## src/rtl/clock_time_ctrl_pkg.sv

```systemverilog
// Shared types, field widths and wrap helpers for the 24-hour timekeeping controller.
package clock_pkg;

    localparam int unsigned HR_W    = 5;
    localparam int unsigned MIN_W   = 6;
    localparam int unsigned SEC_W   = 6;
    localparam int unsigned FIELD_W = 2;

    localparam logic [HR_W-1:0]  MAX_HR  = HR_W'(23);
    localparam logic [MIN_W-1:0] MAX_MIN = MIN_W'(59);
    localparam logic [SEC_W-1:0] MAX_SEC = SEC_W'(59);

    // Encoding is exported unchanged as set_field.
    typedef enum logic [FIELD_W-1:0] {
        RUN     = 2'b00,
        SET_HR  = 2'b01,
        SET_MIN = 2'b10
    } state_e;

    typedef struct packed {
        logic [HR_W-1:0]  hh;
        logic [MIN_W-1:0] mm;
        logic [SEC_W-1:0] ss;
    } hms_t;

    function automatic logic [HR_W-1:0] inc_hr(input logic [HR_W-1:0] v);
        return (v == MAX_HR) ? '0 : v + HR_W'(1);
    endfunction

    // Minutes and seconds share width and limit.
    function automatic logic [MIN_W-1:0] inc_60(input logic [MIN_W-1:0] v);
        return (v == MAX_MIN) ? '0 : v + MIN_W'(1);
    endfunction

endpackage

```

## src/rtl/clock_time_ctrl_if.sv

```systemverilog
// Button inputs and time/display outputs of the timekeeping controller.
interface clock_time_ctrl_if;
    import clock_pkg::*;

    logic                   mode_btn;
    logic                   inc_btn;
    logic [HR_W-1:0]        hours;
    logic [MIN_W-1:0]       minutes;
    logic [SEC_W-1:0]       seconds;
    logic [FIELD_W-1:0]     set_field;
    logic                   sec_tick;
    logic                   day_wrap;

    modport master (
        output mode_btn, inc_btn,
        input  hours, minutes, seconds, set_field, sec_tick, day_wrap
    );

    modport slave (
        input  mode_btn, inc_btn,
        output hours, minutes, seconds, set_field, sec_tick, day_wrap
    );

endinterface

```

## src/rtl/clock_time_ctrl_tick_prescaler.sv

```systemverilog
// Divides the system clock down to a one-cycle tick every CLK_HZ cycles.
module tick_prescaler #(
    parameter int unsigned CLK_HZ  = 5000,
    parameter int unsigned PRESC_W = 13
) (
    input  logic clk,
    input  logic rst,
    input  logic en,
    input  logic clr,
    output logic tick
);

    localparam logic [PRESC_W-1:0] TERM = PRESC_W'(CLK_HZ - 1);

    logic [PRESC_W-1:0] count_q;
    logic [PRESC_W-1:0] count_d;

    // Tick still fires on a clear cycle; clear only affects the next count.
    always_comb begin
        tick    = en & (count_q == TERM);
        count_d = count_q;
        if (clr || !en) begin
            count_d = '0;
        end else if (count_q == TERM) begin
            count_d = '0;
        end else begin
            count_d = count_q + PRESC_W'(1);
        end
    end

    always_ff @(posedge clk or posedge rst) begin
        if (rst) begin
            count_q <= '0;
        end else begin
            count_q <= count_d;
        end
    end

endmodule

```

## src/rtl/clock_time_ctrl.sv

```systemverilog
// Timekeeping controller: button edge detect, RUN/SET_HR/SET_MIN sequencer and hh:mm:ss counters.
module clock_time_ctrl
    import clock_pkg::*;
#(
    parameter int unsigned CLK_HZ  = 5000,
    parameter int unsigned PRESC_W = 13
) (
    input  logic              clk,
    input  logic              rst,
    clock_time_ctrl_if.slave  bus
);

    state_e state_q, state_d;
    hms_t   time_q,  time_d;
    logic   sec_tick_q,  sec_tick_d;
    logic   day_wrap_q,  day_wrap_d;
    logic   mode_prev_q, mode_prev_d;
    logic   inc_prev_q,  inc_prev_d;

    logic   mode_press;
    logic   inc_press;
    logic   tick;
    logic   presc_en;
    logic   presc_clr;

    // Rising-edge detect against the previous level.
    always_comb begin
        mode_prev_d = bus.mode_btn;
        inc_prev_d  = bus.inc_btn;
        mode_press  = bus.mode_btn & ~mode_prev_q;
        inc_press   = bus.inc_btn  & ~inc_prev_q;
    end

    // Counting only in RUN; cleared on leaving RUN so SET states see a zero count.
    always_comb begin
        presc_en  = (state_q == RUN);
        presc_clr = (state_q != RUN) | mode_press;
    end

    tick_prescaler #(
        .CLK_HZ  (CLK_HZ),
        .PRESC_W (PRESC_W)
    ) u_presc (
        .clk  (clk),
        .rst  (rst),
        .en   (presc_en),
        .clr  (presc_clr),
        .tick (tick)
    );

    // Next-state and time update; MODE takes priority over INC in SET states.
    always_comb begin
        state_d    = state_q;
        time_d     = time_q;
        sec_tick_d = 1'b0;
        day_wrap_d = 1'b0;

        case (state_q)
            RUN: begin
                if (tick) begin
                    sec_tick_d = 1'b1;
                    if (time_q.ss == MAX_SEC) begin
                        time_d.ss = '0;
                        if (time_q.mm == MAX_MIN) begin
                            time_d.mm  = '0;
                            time_d.hh  = inc_hr(time_q.hh);
                            day_wrap_d = (time_q.hh == MAX_HR);
                        end else begin
                            time_d.mm = inc_60(time_q.mm);
                        end
                    end else begin
                        time_d.ss = inc_60(time_q.ss);
                    end
                end
                if (mode_press) begin
                    state_d = SET_HR;
                end
            end

            SET_HR: begin
                if (mode_press) begin
                    state_d = SET_MIN;
                end else if (inc_press) begin
                    time_d.hh = inc_hr(time_q.hh);
                end
            end

            SET_MIN: begin
                if (mode_press) begin
                    state_d   = RUN;
                    time_d.ss = '0;
                end else if (inc_press) begin
                    time_d.mm = inc_60(time_q.mm);
                end
            end

            default: begin
                state_d = RUN;
            end
        endcase
    end

    // Button history resets high so a button held through reset is not a press.
    always_ff @(posedge clk or posedge rst) begin
        if (rst) begin
            state_q     <= RUN;
            time_q      <= '0;
            sec_tick_q  <= 1'b0;
            day_wrap_q  <= 1'b0;
            mode_prev_q <= 1'b1;
            inc_prev_q  <= 1'b1;
        end else begin
            state_q     <= state_d;
            time_q      <= time_d;
            sec_tick_q  <= sec_tick_d;
            day_wrap_q  <= day_wrap_d;
            mode_prev_q <= mode_prev_d;
            inc_prev_q  <= inc_prev_d;
        end
    end

    always_comb begin
        bus.hours     = time_q.hh;
        bus.minutes   = time_q.mm;
        bus.seconds   = time_q.ss;
        bus.set_field = state_q;
        bus.sec_tick  = sec_tick_q;
        bus.day_wrap  = day_wrap_q;
    end

endmodule

```

## src/flat_wrapper.sv

```systemverilog
// flat-port wrapper written by rule: the top's interface ports become plain ports
module clock_time_ctrl_flat import clock_pkg::*;
#(
    parameter int unsigned CLK_HZ  = 5000,
    parameter int unsigned PRESC_W = 13
)
  (clk, rst, bus_mode_btn, bus_inc_btn, bus_hours, bus_minutes, bus_seconds, bus_set_field, bus_sec_tick, bus_day_wrap);
  clock_time_ctrl_if bus_i ();
  input  logic clk;
  input  logic rst;
  input wire logic [$bits(bus_i.mode_btn)-1:0] bus_mode_btn;
  input wire logic [$bits(bus_i.inc_btn)-1:0] bus_inc_btn;
  output wire logic [$bits(bus_i.hours)-1:0] bus_hours;
  output wire logic [$bits(bus_i.minutes)-1:0] bus_minutes;
  output wire logic [$bits(bus_i.seconds)-1:0] bus_seconds;
  output wire logic [$bits(bus_i.set_field)-1:0] bus_set_field;
  output wire logic [$bits(bus_i.sec_tick)-1:0] bus_sec_tick;
  output wire logic [$bits(bus_i.day_wrap)-1:0] bus_day_wrap;
  assign bus_i.mode_btn = bus_mode_btn;
  assign bus_i.inc_btn = bus_inc_btn;
  assign bus_hours = bus_i.hours;
  assign bus_minutes = bus_i.minutes;
  assign bus_seconds = bus_i.seconds;
  assign bus_set_field = bus_i.set_field;
  assign bus_sec_tick = bus_i.sec_tick;
  assign bus_day_wrap = bus_i.day_wrap;
  clock_time_ctrl #(.CLK_HZ(CLK_HZ), .PRESC_W(PRESC_W)) u_core (.clk(clk), .rst(rst), .bus(bus_i));
endmodule
```

## config.mk

```make
export PLATFORM = sky130hd
export DESIGN_NAME = clock_time_ctrl_flat
export DESIGN_NICKNAME = d
export VERILOG_FILES = /design/src/rtl/clock_time_ctrl_pkg.sv /design/src/rtl/clock_time_ctrl_if.sv /design/src/rtl/clock_time_ctrl_tick_prescaler.sv /design/src/rtl/clock_time_ctrl.sv /design/src/flat_wrapper.sv
export SDC_FILE = /design/constraint.sdc
export NUM_CORES = 1
export LEC_CHECK = 0
export ABC_AREA = 0
export CAP_MARGIN = 40
export CORE_UTILIZATION = 35
export DETAILED_ROUTE_END_ITERATION = 6
export DONT_BUFFER_PORTS = 1
export GPL_TIMING_DRIVEN = 0
export PLACE_DENSITY_LB_ADDON = 0.12
export SETUP_SLACK_MARGIN = 0.5
export SLEW_MARGIN = 20
export SYNTH_ARGS = -nofsm -noshare
export SYNTH_HDL_FRONTEND = slang
export SYNTH_SLANG_ARGS = --single-unit
```

## constraint.sdc

```tcl
create_clock -name clk -period 1.95 [get_ports clk]
set_clock_uncertainty 0.1 [all_clocks]
set_input_delay 0.39 -clock clk [delete_from_list [all_inputs] [get_ports clk]]
set_output_delay 0.39 -clock clk [all_outputs]
set_load 0.02 [all_outputs]
```

Yosys cells after proc, flatten, opt, wreduce, memory -nomap -nowiden
Cells that the tools add are included.
- eq/ne operators: 16
- add/subtract/negate cells: 4
- multiplexer cells: 25
- bitwise gates (word level): 6
- reduce and logical (&&, ||, !) cells: 10
- operators by type and width (kind ; count):
    6-bit two-way mux ; 5
    13-bit two-way mux ; 2
    12-bit one-hot mux with 2 select lines ; 1
    5-bit two-way mux ; 4
    17-bit two-way mux ; 1
    2-bit by 1-bit != test with 1-bit output, second input constant ; 8
    13-bit by 1-bit adder with 13-bit output, second input constant ; 1
    13-bit equality test, second input constant ; 1
    6-bit by 1-bit adder with 6-bit output, second input constant ; 2
    6-bit equality test, second input constant ; 2
    11-bit two-way mux ; 1
    5-bit one-hot mux with 2 select lines ; 1
    1-bit two-way mux ; 6
    2-bit two-way mux ; 3
    2-bit one-hot mux with 3 select lines ; 1
    3-bit AND reduction ; 2
    6-bit AND reduction ; 1
    2-bit nonzero test ; 3
    5-bit by 1-bit adder with 5-bit output, second input constant ; 1
    5-bit equality test, second input constant ; 1
    5-bit AND reduction ; 1
    2-bit != test, second input constant ; 2
    1-bit AND ; 3
    2-bit by 1-bit equality test with 1-bit output, second input constant ; 1
    other kinds (6) ; 7
- bits of input ports: 4
- output and inout port bits: 21
- logic and storage cells: 70
- flip-flop bits (word level): 36

Longest topological paths before layout
- word-level depth: 6
- mapped depth: 8
- gate-level depth less buffers: 6

Cells and area by module
From an unflattened synthesis, not the netlist that was laid out.
- cells, all modules: 177
- area total of the unflattened synthesis: 1813.0 µm²
- modules (own cells, without submodules) (module ; instances ; cells an instance ; area an instance (µm²) ; sequential area each (µm²)):
    clock_time_ctrl ; 1 ; 112 ; 1177.4 ; 578.1
    tick_prescaler ; 1 ; 65 ; 635.6 ; 325.3

Least setup slack after synthesis
No wires, ideal clock.
- path type: register to register
- start point: register u_core.time_q (netlist bit u_core.bus.minutes[0])
- end point: register u_core.time_q (netlist bit u_core.bus.hours[3])
- path slack: -0.258 ns
- path buffers: 0
- stages on the path, launching flop included: 7
- setup time: 0.125 ns
- clock period less this slack: 2.208 ns
- data arrival time: 1.983 ns
- cells stage by stage: dfrtp_1 -> ha_1 -> nand2_1 -> nor3_1 -> o21ai_0 -> nor3_1 -> mux2_2
- word-level cells in the longest chain between the ends: 3
- ends and longest elaborated chain (what ; line ; source):
    from (decl) ; clock_time_ctrl.sv:14 ; hms_t time_q, time_d;
    from (signal assigned) ; clock_time_ctrl.sv:114 ; time_q <= time_d;
    6-bit equality test ; clock_time_ctrl.sv:64 ; if (time_q.mm == MAX_MIN) begin
    2-bit by 1-bit != test with 1-bit output (no source line) ; -- ;
    6-bit AND reduction (no source line) ; -- ;
No other way between the ends.
A chain may end at the register's enable or synchronous reset.

Worst setup path in the final report
- start point: register u_core.state_q[0] (netlist: u_core.bus.set_field[0])
- end point: register u_core.time_q (netlist bit u_core.bus.minutes[5])
- word-level cells in the longest chain between the ends: 4
- elaborated cells between the ends (all ways): 10
- classes of those cells: eq/ne: 5; mux: 1; bitwise: 1; reduce/logical: 3
- ends and longest elaborated chain (what ; line ; source):
    from (decl) ; clock_time_ctrl.sv:13 ; state_e state_q, state_d;
    from (signal assigned) ; clock_time_ctrl.sv:113 ; state_q <= state_d;
    2-bit zero test ; clock_time_ctrl.sv:36, clock_time_ctrl.sv:58 ;
    1-bit AND ; clock_time_ctrl_tick_prescaler.sv:20 ; tick = en & (count_q == TERM);
    2-bit by 1-bit != test with 1-bit output (no source line) ; -- ;
    5-bit AND reduction (no source line) ; -- ;
Several ways; a longest one is shown, not always the timed one.

==> out/qor.csv <==
metric;value;unit
status;finished, violations left;
failing checks;setup timing;
Core Util, Final;50.09;%
Worst Path Arrival;2.17;ns
first-pass GRT wire length;6244;um
Bufs on Longest Clock Path;2;
final hold vios;0;
Slew Viols, Final;0;
starting density of the core;37.55;%
worst slew pin tran;0.4300;ns
cells along the critical path;buf_6, nor4bb_4, and4b_1, buf_6, a22oi_4, buf_6, or4_1, nand2_1;
Tot Pwr;2.376;mW
Largest stage delay, worst path;0.46;ns
crit path max fanout;4;
#FFs+latches synth;36;
CTS Root Cell;clkbuf_8;
CORE AREA;0.004848;mm2
slew margin rel.;71.33;%
Worst Setup End Kind;flip-flop;
cell total after placement;243;
# rows;25;
post-DP HPWL;2330;um
cts bufs inserted;5;
peak supply drop;0.4419;mV
CTS sink cnt;36;
ANT cells;0;
highest clock rate;492.3;MHz
Syn Area/Cell;10.34;um2
Post-Synthesis Cell Area;0.001820;mm2
Syn-to-layout area delta;33.40;%
die height;74.12;um
Nets;210;
post-placement cell area;0.001943;mm2
slowest CP cell;dfrtp_2;
Final Worst Setup Slack;-0.08122;ns
Worst EP required;2.08;ns
final cell area excluding filler cells;0.002429;mm2
fin crit share;104.2;%
Ports;25;
final hold slack;0.3305;ns
DIE WIDTH;74.12;um
filler-free cell count of the finished design;270;
library cells used by synthesis;41;
Setup-failing EPs final;8;
Ys Warns;0;
DIE AREA;0.005494;mm2
GPL Wtd Cong;0.7624;
Global Route Usage Sum;15.30;%
drt drc;0;
initial antenna violation count;0;
type of origin of the critical path;flip-flop;
post-route ant nets;0;
initial drt markers;45;
Seq/Total Area, Yosys;49.62;%
delay-heaviest family, CP;simple AND/OR/NAND/NOR gates;
Clock Latency Late Sink;0.29;ns
pre-CTS setup slack;-0.1830;ns
CTS tree;yes;
Hold WC Path Type;in -> async;
I/O Buffers;0;
layout cell share with drive strength beyond 1;41.38;%
Buf/Inv on CP;3;
drt total wl;3853;um
DR vias;1391;
setup TNS;-0.3465;ns
Pleak;0.9934;nW
Synthesized Nets;184;
total congestion overflow;0;
Pwr per Cell Area;978.4;mW/mm2
RSZ-0062 raised after global routing;yes;
H-Tree Depth;2;
Reg clk slew, reported paths;0.08;ns
largest net degree at the start of global routing;37;
Vias/cell;5.152;
Max Cap Viol;0;
first drt pass iteration count;4;
synthesized netlist cell count;176;
Crit path top cell by count;buf_6;
Crit Path Category;reg -> reg;
WL per Instance;14.27;um
number of global-route vias before repair;1385;
Tmin final;2.031;ns
cells in the final DEF (no fill, tap or decap), types with 3 or more instances in the layout:
cell / synthesis / routed
dfrtp_1: 34 / 25
nor2_1: 26 / 17
nand2_1: 11 / 11
nand3_1: 12 / 11
buf_4: 0 / 10
dfrtp_2: 0 / 9
buf_6: 4 / 8
xor2_1: 7 / 7
clkbuf_8: 0 / 7
xnor2_1: 6 / 6
nor2_4: 0 / 6
o21ai_2: 0 / 5
o21ai_1: 0 / 5
nor2b_1: 3 / 3
nor3_1: 7 / 3
nor3_2: 0 / 3
mux2_2: 4 / 3
o21ai_0: 14 / 3
nor2_2: 0 / 3
and3_1: 3 / 3
dlygate4sd3_1: 0 / 3
repair_timing:
| item | in CTS | in global routing |
|---|---|---|
| hold buffers | 2 | 1 |
| endpoints found under the hold margin | 2 | 34 |
| setup buffers | 10 | 4 |
| pin swaps | 15 | 7 |
| setup endpoints to repair | 31 | 32 |
| gates resized for setup | 37 | 24 |
| cloned | 1 | 0 |
worst paths after layout:
kind	startpoint	slack (ns)	endpoint	cells past startpoint
min in group clk	bus_mode_btn	0.41	u_core.bus.set_field[1]$_DFFE_PP0P_	4
max in group asynchronous	rst	0.98	u_core.mode_prev_q$_DFF_PP1_	3
worst max-delay path	u_core.bus.set_field[0]$_DFFE_PP0P_	-0.08	u_core.bus.minutes[5]$_DFFE_PP0P_	8
worst max register to register	u_core.bus.set_field[0]$_DFFE_PP0P_	-0.08	u_core.bus.minutes[5]$_DFFE_PP0P_	8
worst min-delay path	rst	0.33	u_core.bus.minutes[0]$_DFFE_PP0P_	2
worst min register to register	u_core.u_presc.count_q[0]$_DFF_PP0_	0.48	u_core.u_presc.count_q[0]$_DFF_PP0_	2
cells by family after synthesis:
logic type / count (synthesis) / share of synthesized area (%)
DFF: 36 / 49.62
and+or+nand+nor: 80 / 23.51
buffers and inverters: 9 / 4.398
AOI/OAI and AO/OA: 30 / 11.00
xor gates and xnor gates: 13 / 6.254
adders and majority gates: 4 / 2.749
muxes: 4 / 2.474
registers in the layout, summed over array words and instances (netlist names):
name                    cells
u_core.bus.hours            5
u_core.bus.day_wrap         1
u_core.bus.set_field        2
u_core.bus.minutes          6
u_core.bus.seconds          6
u_core.mode_prev_q          1
u_core.u_presc.count_q     13
u_core.bus.sec_tick         1
u_core.inc_prev_q           1
per-layer routing:
metal | track usage [%] | routed length [um] | vias up
met4 | 7.051 | 60 | 0
met5 | 0 | 0 | -
met1 | 17.38 | 1599 | 697
met3 | 4.065 | 131 | 6
li1 | - | - | 672
met2 | 26.77 | 2061 | 16
final cells by class:
| cell class | instances | area, um2 |
|---|---|---|
| Tap cell | 67 | 83.83 |
| Sequential cell | 36 | 914.6 |
| Fill cell | 458 | 2420 |
| Clock buffer | 8 | 100.1 |
| Multi-Input combinational cell | 131 | 1054 |
| Inverter | 3 | 11.26 |
| Timing Repair Buffer | 19 | 185.2 |
| Buffer | 6 | 80.08 |
power by group:
| group | leakage (nW) | internal [mW] | switching [mW] |
|---|---|---|---|
| clock network | 0.0515 | 0.323 | 0.264 |
| logic | 0.479 | 0.314 | 0.329 |
| registers | 0.463 | 0.864 | 0.282 |
synthesized netlist by cell type, drive strengths merged:
| library cell | number | area, um2 |
|---|---|---|
| dfrtp | 34 | 850.8 |
| o211ai | 1 | 7.510 |
| nor2 | 26 | 97.59 |
| o41ai | 2 | 17.52 |
| buf | 5 | 65.06 |
| nor4bb | 1 | 10.01 |
| a21o | 3 | 23.77 |
| nor4b | 1 | 15.01 |
| o31ai | 2 | 15.01 |
| o31a | 1 | 8.760 |
| and4 | 1 | 10.01 |
| nor3b | 3 | 22.52 |
| a22o | 1 | 10.01 |
| inv | 3 | 11.26 |
| or2b | 1 | 7.510 |
| dfstp | 2 | 52.55 |
| clkbuf | 1 | 3.750 |
| a31oi | 1 | 6.260 |
| mux2 | 4 | 45.04 |
| ha | 4 | 50.05 |
| a22oi | 1 | 21.27 |
| and2b | 2 | 17.52 |
| o21ai | 14 | 70.07 |
| nor4 | 1 | 6.260 |
| nor3 | 8 | 51.30 |
| and4b | 1 | 10.01 |
| and3 | 4 | 26.28 |
| nand4 | 1 | 6.260 |
| xor2 | 7 | 61.31 |
| nand3 | 12 | 60.06 |
| nor2b | 3 | 18.77 |
| or4 | 1 | 7.510 |
| nand3b | 1 | 7.510 |
| xnor2 | 6 | 52.55 |
| nand2b | 2 | 12.51 |
| a21oi | 4 | 20.02 |
| nand2 | 11 | 41.29 |
(Power assumes the default switching activity.)
